<file path="config.mk">
export PLATFORM = sky130hd
export DESIGN_NAME = universal_shift_register_flat
export DESIGN_NICKNAME = d
export VERILOG_FILES = /design/src/rtl/universal_shift_register_pkg.sv /design/src/rtl/universal_shift_register_if.sv /design/src/rtl/universal_shift_register_tick_prescaler.sv /design/src/rtl/universal_shift_register.sv /design/src/flat_wrapper.sv
export SDC_FILE = /design/constraint.sdc
export NUM_CORES = 1
export LEC_CHECK = 0
export CAP_MARGIN = 5
export CORE_MARGIN = 5
export CORE_UTILIZATION = 59
export CTS_CLUSTER_DIAMETER = 50
export DETAILED_ROUTE_END_ITERATION = 7
export HOLD_SLACK_MARGIN = 0.06
export PLACE_DENSITY_LB_ADDON = 0.08
export SYNTH_ARGS = -nofsm -noshare
export SYNTH_HDL_FRONTEND = slang
export SYNTH_SLANG_ARGS = --single-unit
</file>
<file path="constraint.sdc">
create_clock -name clk -period 4.2 [get_ports clk]
set_input_delay 1.26 -clock clk [delete_from_list [all_inputs] [get_ports clk]]
set_output_delay 1.26 -clock clk [all_outputs]
set_load 0.02 [all_outputs]
</file>
<file path="src/rtl/universal_shift_register_pkg.sv">
// Shared definitions for the universal shift register: step mode codes and
// the burst controller state encoding.
package usr_pkg;

  localparam logic [1:0] MODE_SHL = 2'b00;
  localparam logic [1:0] MODE_SHR = 2'b01;
  localparam logic [1:0] MODE_ROL = 2'b10;
  localparam logic [1:0] MODE_ROR = 2'b11;

  typedef enum logic [0:0] {
    IDLE  = 1'b0,
    BURST = 1'b1
  } usr_state_e;

endpackage

</file>
<file path="src/rtl/universal_shift_register_if.sv">
// Control/status bundle between the board switch/button logic and the
// universal shift register core.
interface universal_shift_register_if #(
  parameter int WIDTH  = 4,
  parameter int STEP_W = 8
) ();

  logic              preset;
  logic              load;
  logic [WIDTH-1:0]  pdata;
  logic [1:0]        mode;
  logic              sin_lsb;
  logic              sin_msb;
  logic              run;
  logic              start;
  logic [STEP_W-1:0] steps;
  logic [WIDTH-1:0]  q;
  logic              sout_lsb;
  logic              sout_msb;
  logic              busy;
  logic              done;

  modport master (
    output preset, load, pdata, mode, sin_lsb, sin_msb, run, start, steps,
    input  q, sout_lsb, sout_msb, busy, done
  );

  modport slave (
    input  preset, load, pdata, mode, sin_lsb, sin_msb, run, start, steps,
    output q, sout_lsb, sout_msb, busy, done
  );

endinterface

</file>
<file path="src/rtl/universal_shift_register_tick_prescaler.sv">
// Free-running step-rate prescaler: tick is high in the cycle where the
// count reaches DIV-1; DIV=1 yields a tick every cycle.
module tick_prescaler #(
  parameter int unsigned DIV = 75000000
) (
  input  logic clk,
  input  logic clear,
  output logic tick
);

  localparam int CNT_W = (DIV > 1) ? $clog2(DIV) : 1;
  localparam logic [CNT_W-1:0] LAST = CNT_W'(DIV - 1);

  logic [CNT_W-1:0] cnt_r;

  // Wrapping 0..DIV-1 counter, only clear restarts it
  always_ff @(posedge clk) begin
    if (clear) begin
      cnt_r <= {CNT_W{1'b0}};
    end else if (cnt_r == LAST) begin
      cnt_r <= {CNT_W{1'b0}};
    end else begin
      cnt_r <= cnt_r + CNT_W'(1);
    end
  end

  assign tick = (cnt_r == LAST);

endmodule

</file>
<file path="src/rtl/universal_shift_register.sv">
// N-bit universal shift register with prescaled step rate, free-run mode
// and counted bursts with a start/busy/done handshake.
module universal_shift_register
  import usr_pkg::*;
#(
  parameter int WIDTH  = 4,
  parameter int DIV    = 75000000,
  parameter int STEP_W = 8
) (
  input  logic                        clk,
  input  logic                        clear,
  universal_shift_register_if.slave   bus
);

  logic              tick_s;
  usr_state_e        state_r, state_s;
  logic [WIDTH-1:0]  q_r, q_s;
  logic [STEP_W-1:0] rem_r, rem_s;
  logic [1:0]        lmode_r, lmode_s;
  logic              busy_r;
  logic              done_r, done_s;

  function automatic logic [WIDTH-1:0] step_fn(
    input logic [WIDTH-1:0] cur,
    input logic [1:0]       m,
    input logic             sl,
    input logic             sm
  );
    logic [WIDTH-1:0] nxt;
    case (m)
      MODE_SHL: nxt = {cur[WIDTH-2:0], sl};
      MODE_SHR: nxt = {sm, cur[WIDTH-1:1]};
      MODE_ROL: nxt = {cur[WIDTH-2:0], cur[WIDTH-1]};
      MODE_ROR: nxt = {cur[0], cur[WIDTH-1:1]};
      default:  nxt = cur;
    endcase
    return nxt;
  endfunction

  tick_prescaler #(.DIV(DIV)) u_prescaler (
    .clk   (clk),
    .clear (clear),
    .tick  (tick_s)
  );

  // Next-state and datapath: preset > load > burst/free-run step
  always_comb begin
    state_s = state_r;
    q_s     = q_r;
    rem_s   = rem_r;
    lmode_s = lmode_r;
    done_s  = 1'b0;
    if (bus.preset) begin
      // A preset or load also drops any burst request in the same cycle
      q_s     = {WIDTH{1'b1}};
      state_s = IDLE;
    end else if (bus.load) begin
      q_s     = bus.pdata;
      state_s = IDLE;
    end else begin
      case (state_r)
        IDLE: begin
          if (bus.run && tick_s) begin
            q_s = step_fn(q_r, bus.mode, bus.sin_lsb, bus.sin_msb);
          end else begin
            q_s = q_r;
          end
          if (bus.start) begin
            if (bus.steps != {STEP_W{1'b0}}) begin
              rem_s   = bus.steps;
              lmode_s = bus.mode;
              state_s = BURST;
            end else begin
              done_s  = 1'b1;
            end
          end else begin
            state_s = IDLE;
          end
        end
        BURST: begin
          if (tick_s) begin
            q_s   = step_fn(q_r, lmode_r, bus.sin_lsb, bus.sin_msb);
            rem_s = rem_r - STEP_W'(1);
            if (rem_r == STEP_W'(1)) begin
              state_s = IDLE;
              done_s  = 1'b1;
            end else begin
              state_s = BURST;
            end
          end else begin
            q_s = q_r;
          end
        end
        default: begin
          state_s = IDLE;
        end
      endcase
    end
  end

  // State and output registers with synchronous clear
  always_ff @(posedge clk) begin
    if (clear) begin
      state_r <= IDLE;
      q_r     <= {WIDTH{1'b0}};
      rem_r   <= {STEP_W{1'b0}};
      lmode_r <= MODE_SHL;
      busy_r  <= 1'b0;
      done_r  <= 1'b0;
    end else begin
      state_r <= state_s;
      q_r     <= q_s;
      rem_r   <= rem_s;
      lmode_r <= lmode_s;
      busy_r  <= (state_s == BURST);
      done_r  <= done_s;
    end
  end

  assign bus.q        = q_r;
  assign bus.sout_lsb = q_r[0];
  assign bus.sout_msb = q_r[WIDTH-1];
  assign bus.busy     = busy_r;
  assign bus.done     = done_r;

endmodule

</file>
<file path="src/flat_wrapper.sv">
// flat-port wrapper written by rule: the top's interface ports become plain ports
module universal_shift_register_flat import usr_pkg::*;
#(
  parameter int WIDTH  = 4,
  parameter int DIV    = 75000000,
  parameter int STEP_W = 8
)
  (clk, clear, bus_preset, bus_load, bus_pdata, bus_mode, bus_sin_lsb, bus_sin_msb, bus_run, bus_start, bus_steps, bus_q, bus_sout_lsb, bus_sout_msb, bus_busy, bus_done);
  universal_shift_register_if #(.WIDTH(WIDTH), .STEP_W(STEP_W)) bus_i ();
  input  logic clk;
  input  logic clear;
  input wire logic [$bits(bus_i.preset)-1:0] bus_preset;
  input wire logic [$bits(bus_i.load)-1:0] bus_load;
  input wire logic [$bits(bus_i.pdata)-1:0] bus_pdata;
  input wire logic [$bits(bus_i.mode)-1:0] bus_mode;
  input wire logic [$bits(bus_i.sin_lsb)-1:0] bus_sin_lsb;
  input wire logic [$bits(bus_i.sin_msb)-1:0] bus_sin_msb;
  input wire logic [$bits(bus_i.run)-1:0] bus_run;
  input wire logic [$bits(bus_i.start)-1:0] bus_start;
  input wire logic [$bits(bus_i.steps)-1:0] bus_steps;
  output wire logic [$bits(bus_i.q)-1:0] bus_q;
  output wire logic [$bits(bus_i.sout_lsb)-1:0] bus_sout_lsb;
  output wire logic [$bits(bus_i.sout_msb)-1:0] bus_sout_msb;
  output wire logic [$bits(bus_i.busy)-1:0] bus_busy;
  output wire logic [$bits(bus_i.done)-1:0] bus_done;
  assign bus_i.preset = bus_preset;
  assign bus_i.load = bus_load;
  assign bus_i.pdata = bus_pdata;
  assign bus_i.mode = bus_mode;
  assign bus_i.sin_lsb = bus_sin_lsb;
  assign bus_i.sin_msb = bus_sin_msb;
  assign bus_i.run = bus_run;
  assign bus_i.start = bus_start;
  assign bus_i.steps = bus_steps;
  assign bus_q = bus_i.q;
  assign bus_sout_lsb = bus_i.sout_lsb;
  assign bus_sout_msb = bus_i.sout_msb;
  assign bus_busy = bus_i.busy;
  assign bus_done = bus_i.done;
  universal_shift_register #(.WIDTH(WIDTH), .DIV(DIV), .STEP_W(STEP_W)) u_core (.clk(clk), .clear(clear), .bus(bus_i));
endmodule
</file>
==> results of run 1 <==
sequential cells by signal, indices dropped and copies added (netlist names):
| signal | flops |
|---|---|
| u_core.bus.done | 1 |
| u_core.bus.q | 4 |
| u_core.lmode_r | 2 |
| u_core.rem_r | 8 |
| u_core.state_r | 1 |
| u_core.u_prescaler.cnt_r | 27 |
critical path: cells and delay by family:
family	cells	cell delay (ns)
buf+inv	1	0.57
simple gates	2	0.79
compound gates	3	0.63
area by class of cell:
| cell class | instances | area [um^2] | area share [%] |
|---|---|---|---|
| Multi-Input combinational cell | 215 | 1370 | 50.1 |
| Sequential cell | 43 | 861 | 31.5 |
| Timing Repair Buffer | 31 | 305 | 11.2 |
| Clock buffer | 6 | 72.6 | 2.66 |
| Tap cell | 50 | 62.6 | 2.29 |
| Clock inverter | 1 | 30.0 | 1.10 |
| Inverter | 8 | 30.0 | 1.10 |
worst min-delay path by stage:
stage | start | to | slack [ns] | cells past startpoint
6_report | u_core.u_prescaler.cnt_r[0] | u_core.u_prescaler.cnt_r[0] | 0.47 | 1
4_1_cts | u_core.u_prescaler.cnt_r[0] | u_core.u_prescaler.cnt_r[0] | 0.47 | 1
3_5_place_dp | u_core.u_prescaler.cnt_r[0] | u_core.u_prescaler.cnt_r[0] | 0.46 | 1
5_1_grt | u_core.u_prescaler.cnt_r[0] | u_core.u_prescaler.cnt_r[0] | 0.49 | 1
2_1_floorplan | u_core.u_prescaler.cnt_r[0] | u_core.u_prescaler.cnt_r[0] | 0.43 | 1
3_3_place_gp | u_core.u_prescaler.cnt_r[0] | u_core.u_prescaler.cnt_r[0] | 0.44 | 1
power by group through the flow:
stage | clock (mW) | combinational (mW) | sequential, mW
finish | 0.309 | 0.0981 | 0.429
global route | 0.338 | 0.108 | 0.431
CTS | 0.319 | 0.0986 | 0.429
detailed placement | 0 | 0.0981 | 0.439
global placement | 0 | 0.0967 | 0.438
floorplan | 0 | 0.0572 | 0.440
layer usage:
layer  vias to the layer above  GRT usage, %  part of all wire [%]
met5                         -             0                     0
met4                         0          7.85                   1.8
met3                         8          4.10                   5.5
met2                        38          31.1                    44
met1                       896          25.3                    48
li1                       1038             -                     -
layout by cell type, fill, tap and decap left out, types with 2 or more instances in the layout:
cell type | Yosys | routed
buf_4 | 6 | 2
and2_1 | 2 | 2
a31oi_1 | 3 | 3
o21ai_0 | 8 | 8
a21o_1 | 2 | 2
a2111oi_0 | 2 | 2
nor4b_1 | 3 | 3
mux2_2 | 4 | 4
nor2_1 | 47 | 47
ha_1 | 3 | 3
xor2_1 | 8 | 8
xnor2_1 | 17 | 17
inv_1 | 8 | 8
dfxtp_1 | 43 | 43
nor3_1 | 14 | 14
or2_0 | 2 | 2
clkbuf_8 | 2 | 5
and4_1 | 4 | 4
nand3_1 | 13 | 13
or4_4 | 2 | 2
a211oi_1 | 3 | 3
mux2i_1 | 7 | 7
and3_1 | 5 | 5
nand2_1 | 16 | 16
clkdlybuf4s50_1 | 0 | 29
a21oi_1 | 12 | 12
nand4_1 | 7 | 7
nor4_1 | 9 | 9
kinds of logic after synthesis:
group                    after synthesis
AO/OA/AOI/OAI                         39
XOR/XNOR                              25
multiplexers                          11
flip-flops                            43
AND/OR/NAND/NOR                      137
buffers and inverters                 21
adder cells (fa/ha/maj)                3
==> results.sh, run 1 <==
export IMPL_async_flop_share_pct=0
export IMPL_critPathLaunchType="input pin"
export IMPL_place_area_um2=2630
export IMPL_yosysWarnings=0
export IMPL_grt_use_total_pct=19.4
export IMPL_cap_violations=0
export IMPL_pwr_share_clk_pct=36.9
export IMPL_max_slew_margin_rel_pct=60.5
export IMPL_wl_per_cell_um=13.7
export IMPL_synth_xor_area_share_pct=9.26
export IMPL_synth_top_area_cell="dfxtp_1"
export IMPL_sequentialPowerShare_pct=51.4
export IMPL_synth_flop_cell="dfxtp_1"
export IMPL_grt_max_degree=27
export IMPL_first_pass_iters=4
export IMPL_die_x_um=73.3
export IMPL_ant_nets=0
export IMPL_port_buffers=29
export IMPL_postRouteWirelength_um=4850
export IMPL_pin_count=30
export IMPL_cts_setup_buffers=0
export IMPL_yosys_area_share_simple_pct=30.7
export IMPL_slew_viol_final=0
export IMPL_via_per_inst=5.59
export IMPL_synth_area_leaders="dfxtp_1 (36%), nor2_1 (7.5%), xnor2_1 (6.3%)"
export IMPL_ys_top_cells_by_count="nor2_1 (47), dfxtp_1 (43), xnor2_1 (17)"
export IMPL_synth_most_common_cell="nor2_1"
export IMPL_slowest_stage="clkdlybuf4s50_1"
export IMPL_whs_ns=0.470
export IMPL_final_cells=354
export IMPL_synth_cells=279
export IMPL_min_period_over_period_pct=72.0
export IMPL_clock_latency_ns=0.29
export IMPL_synthMuxAreaShare_pct=4.87
export IMPL_ys_ff_latch=43
export IMPL_ir_worst_vdd_uv=250
export IMPL_p_sw_mw=0.193
export IMPL_cts_root_buf="clkbuf_8"
export IMPL_die_h_um=73.3
export IMPL_power_frac_comb_pct=11.7
export IMPL_critPathKind="input pin to flop"
export IMPL_synth_compound_area_share_pct=11.4
export IMPL_setup_viol=0
export IMPL_p_leak_nw=0.916
export IMPL_grt_pass1_vias=1821
export IMPL_rrSetupSlack_ns=1.97
export IMPL_grt_setup_unrepaired="false"
export IMPL_vias=1980
export IMPL_arrival_ns=3.25
export IMPL_finalHoldViolations=0
export IMPL_cp_required_ns=4.43
export IMPL_max_freq_mhz=331
export IMPL_cts_tree="built"
export IMPL_htree_num_levels=2
export IMPL_worstMarginPinSlew_ns=0.592
export IMPL_nFillCells=372
export IMPL_p_int_mw=0.643
export IMPL_fin_crit_ns=3.02
export IMPL_p_per_area_nw_per_um2=306
export IMPL_synthDominantCellAreaShare_pct=36.4
export IMPL_setup_slack_ns=1.18
export IMPL_finish_utilization_pct=69.2
export IMPL_rows=23
export IMPL_fin_tns_setup_ns=0
export IMPL_overflow=0
export IMPL_grt_pass1_wl_um=8240
export IMPL_synth_edf_count=0
export IMPL_coreArea_um2=3940
export IMPL_synthesis_area_um2=2360
export IMPL_swShare_pct=23.1
export IMPL_dieArea_um2=5370
export IMPL_ys_seq_area_share_pct=36.4
export IMPL_min_path_type="flop to flop"
export IMPL_synthToLayoutAreaGrowth_pct=15.4
export IMPL_clock_path_buffers=2
export IMPL_path_cells="clkdlybuf4s50_1, nor4b_1, a21boi_2, a31oi_4, or3_1, a21oi_1"
export IMPL_place_inst=347
export IMPL_endpoint_kind="flop"
export IMPL_slowest_delay_ns=0.57
export IMPL_diodes=0
export IMPL_hold_buffers=0
export IMPL_cp_max_fo=14
export IMPL_gp_congestion=0.801
export IMPL_nets=329
export IMPL_antenna_found_initial=0
export IMPL_status="finished, final reports clean"
export IMPL_clkTransAtPathRegs_ns=0.08
export IMPL_drc=0
export IMPL_p_total_mw=0.836
export IMPL_initial_core_util_pct=60.0
export IMPL_fin_area_um2=2730
export IMPL_r2r_start="u_core.state_r"
export IMPL_skew_ns=0.00992
export IMPL_drt_iter0_drc=126
export IMPL_cts_sinks=43
export IMPL_endpoint="u_core.rem_r[0]"
export IMPL_synth_top_family_by_area="simple AND/OR/NAND/NOR gates"
export IMPL_layout_drive_gt1_share_pct=8.22
export IMPL_synthesis_nets=304
export IMPL_rr_endpoint="u_core.rem_r[0]"
export IMPL_r2r_cells=5
export IMPL_dp_hpwl_um=3530
export IMPL_cts_made_buffers=5
export IMPL_cp_startpoint="bus_load"
export IMPL_synth_cell_types=51
export IMPL_avgSynthCellArea_um2=8.48
export IMPL_synth_adder_area_share_pct=1.59
export IMPL_dp_slack_ns=0.887
export IMPL_cts_resized=0
(Power assumes the default switching activity.)
==> run 2: changes to the inputs <==
--- a/config.mk
+++ b/config.mk
@@ -7,7 +7,7 @@
 export LEC_CHECK = 0
 export CAP_MARGIN = 5
 export CORE_MARGIN = 5
-export CORE_UTILIZATION = 59
+export CORE_UTILIZATION = 55
 export CTS_CLUSTER_DIAMETER = 50
 export DETAILED_ROUTE_END_ITERATION = 7
 export HOLD_SLACK_MARGIN = 0.06
==> constraint.sdc (replaced) <==
create_clock -name clk -period 2.9 [get_ports clk]
set_input_delay 0.87 -clock clk [delete_from_list [all_inputs] [get_ports clk]]
set_output_delay 0.87 -clock clk [all_outputs]
set_load 0.02 [all_outputs]
==> results.sh, run 2 (synthesis results as in run 1) <==
export IMPL_port_buffers=29
export IMPL_cts_sinks=43
export IMPL_drc=0
export IMPL_first_pass_iters=4
export IMPL_arrival_ns=1.72
export IMPL_met3_usage_pct=4.35
export IMPL_gp_congestion=0.838
export IMPL_die_x_um=75.6
export IMPL_vias=2102
export IMPL_clock_path_buffers=2
export IMPL_p_total_mw=1.11
export IMPL_grt_use_total_pct=19.0
export IMPL_diodes=0
export IMPL_path_cells="clkdlybuf4s50_1"
export IMPL_dieArea_um2=5710
export IMPL_critPathLaunchType="flop"
export IMPL_finish_utilization_pct=66.8
export IMPL_initial_core_util_pct=57.9
export IMPL_cts_resized=0
export IMPL_r2r_start="u_core.state_r"
export IMPL_critPathKind="flop to primary output"
export IMPL_skew_ns=0.00989
export IMPL_slew_viol_final=0
export IMPL_worstMarginPinSlew_ns=0.608
export IMPL_min_path_type="flop to flop"
export IMPL_cts_tree="built"
export IMPL_cp_max_fo=18
export IMPL_clkTransAtPathRegs_ns=0.08
export IMPL_p_leak_nw=0.921
export IMPL_grt_setup_unrepaired="false"
export IMPL_setup_viol=0
export IMPL_die_h_um=75.6
export IMPL_largest_reg_flops=27
export IMPL_ant_nets=0
export IMPL_grt_pass1_vias=1959
export IMPL_cts_root_buf="clkbuf_8"
export IMPL_cp_startpoint="u_core.state_r"
export IMPL_cp_required_ns=2.03
export IMPL_path_buf_inv=1
export IMPL_max_slew_margin_rel_pct=59.4
export IMPL_grt_most_used_layer="met2"
export IMPL_clock_latency_ns=0.29
export IMPL_overflow=0
export IMPL_rows=23
export IMPL_grt_use_met1_pct=23.5
export IMPL_p_per_area_nw_per_um2=408
export IMPL_slowest_stage="clkdlybuf4s50_1"
export IMPL_antenna_found_initial=0
export IMPL_wl_per_cell_um=14.3
export IMPL_fin_tns_setup_ns=0
export IMPL_postRouteWirelength_um=5090
export IMPL_use_met2_pct=32.6
export IMPL_cap_violations=0
export IMPL_layout_commonest_cell="nor2_1"
export IMPL_htree_num_levels=2
export IMPL_ir_worst_vdd_uv=358
export IMPL_endpoint_kind="primary output"
export IMPL_max_freq_mhz=386
export IMPL_coreArea_um2=4090
export IMPL_grt_pass1_wl_um=8460
export IMPL_slowest_delay_ns=0.72
export IMPL_hold_buffers=0
export IMPL_top_register="u_core.u_prescaler.cnt_r"
export IMPL_cts_setup_buffers=0
export IMPL_nets=333
export IMPL_grt_max_degree=27
export IMPL_layout_drive_gt1_share_pct=9.12
export IMPL_via_per_inst=5.89
export IMPL_min_period_over_period_pct=89.4
export IMPL_status="finished, final reports clean"
export IMPL_drt_iter0_drc=116
export IMPL_crit_family="buffers and inverters"
export IMPL_dp_hpwl_um=3720
export IMPL_finalHoldViolations=0
export IMPL_final_cells=357
export IMPL_place_inst=351
export IMPL_pin_count=30
export IMPL_nFillCells=383
export IMPL_final_cell_mix="nor2_1 (47), dfxtp_1 (43), clkdlybuf4s50_1 (29)"
export IMPL_min_from="u_core.u_prescaler.cnt_r[0]"
export IMPL_cts_made_buffers=5
export IMPL_fin_crit_ns=2.59
export IMPL_synthToLayoutAreaGrowth_pct=15.4
## run 2: metal layers
metal	routed length [um]	share of wire, %	up-vias
met1	2380	47	1002
met3	292	5.7	4
li1	-	-	1051
met5	0	0	-
met4	38	0.75	0
met2	2380	47	45
## run 2: cell type report
cell class / count / area [um^2] / share of cell area [%]
tap: 50 / 62.6 / 2.29
clock buffer: 6 / 72.6 / 2.66
inverter: 8 / 30.0 / 1.10
timing repair buffer: 35 / 335 / 12.3
multi-input combinational: 215 / 1370 / 50.1
sequential: 43 / 861 / 31.5
## run 2: worst paths after layout
| check | endpoint | slack, ns | depth (start not counted) |
|---|---|---|---|
| setup / recovery | bus_busy | 0.31 | 1 |
| hold / removal | u_core.u_prescaler.cnt_r[0] | 0.48 | 1 |
| setup reg to reg | u_core.rem_r[2] | 0.70 | 6 |
| hold reg to reg | u_core.u_prescaler.cnt_r[0] | 0.48 | 1 |
## run 2: power by group
part           internal [mW]  switching (mW)  total (mW)
Sequential             0.604          0.0173       0.622
Combinational         0.0768          0.0686       0.145
Clock                  0.161           0.185       0.346
## run 2: stage by stage
| step | area, um^2 | hold slack [ns] | setup WS [ns] |
|---|---|---|---|
| after CTS | 2730 | 0.475 | 0.328 |
| after global routing | 2730 | 0.510 | 0.255 |
| after floorplan | 2360 | 0.426 | 0.573 |
| after detailed placement | 2660 | 0.458 | 0.193 |
| final | 2730 | 0.476 | 0.307 |
| after global placement | 2660 | 0.441 | 0.237 |
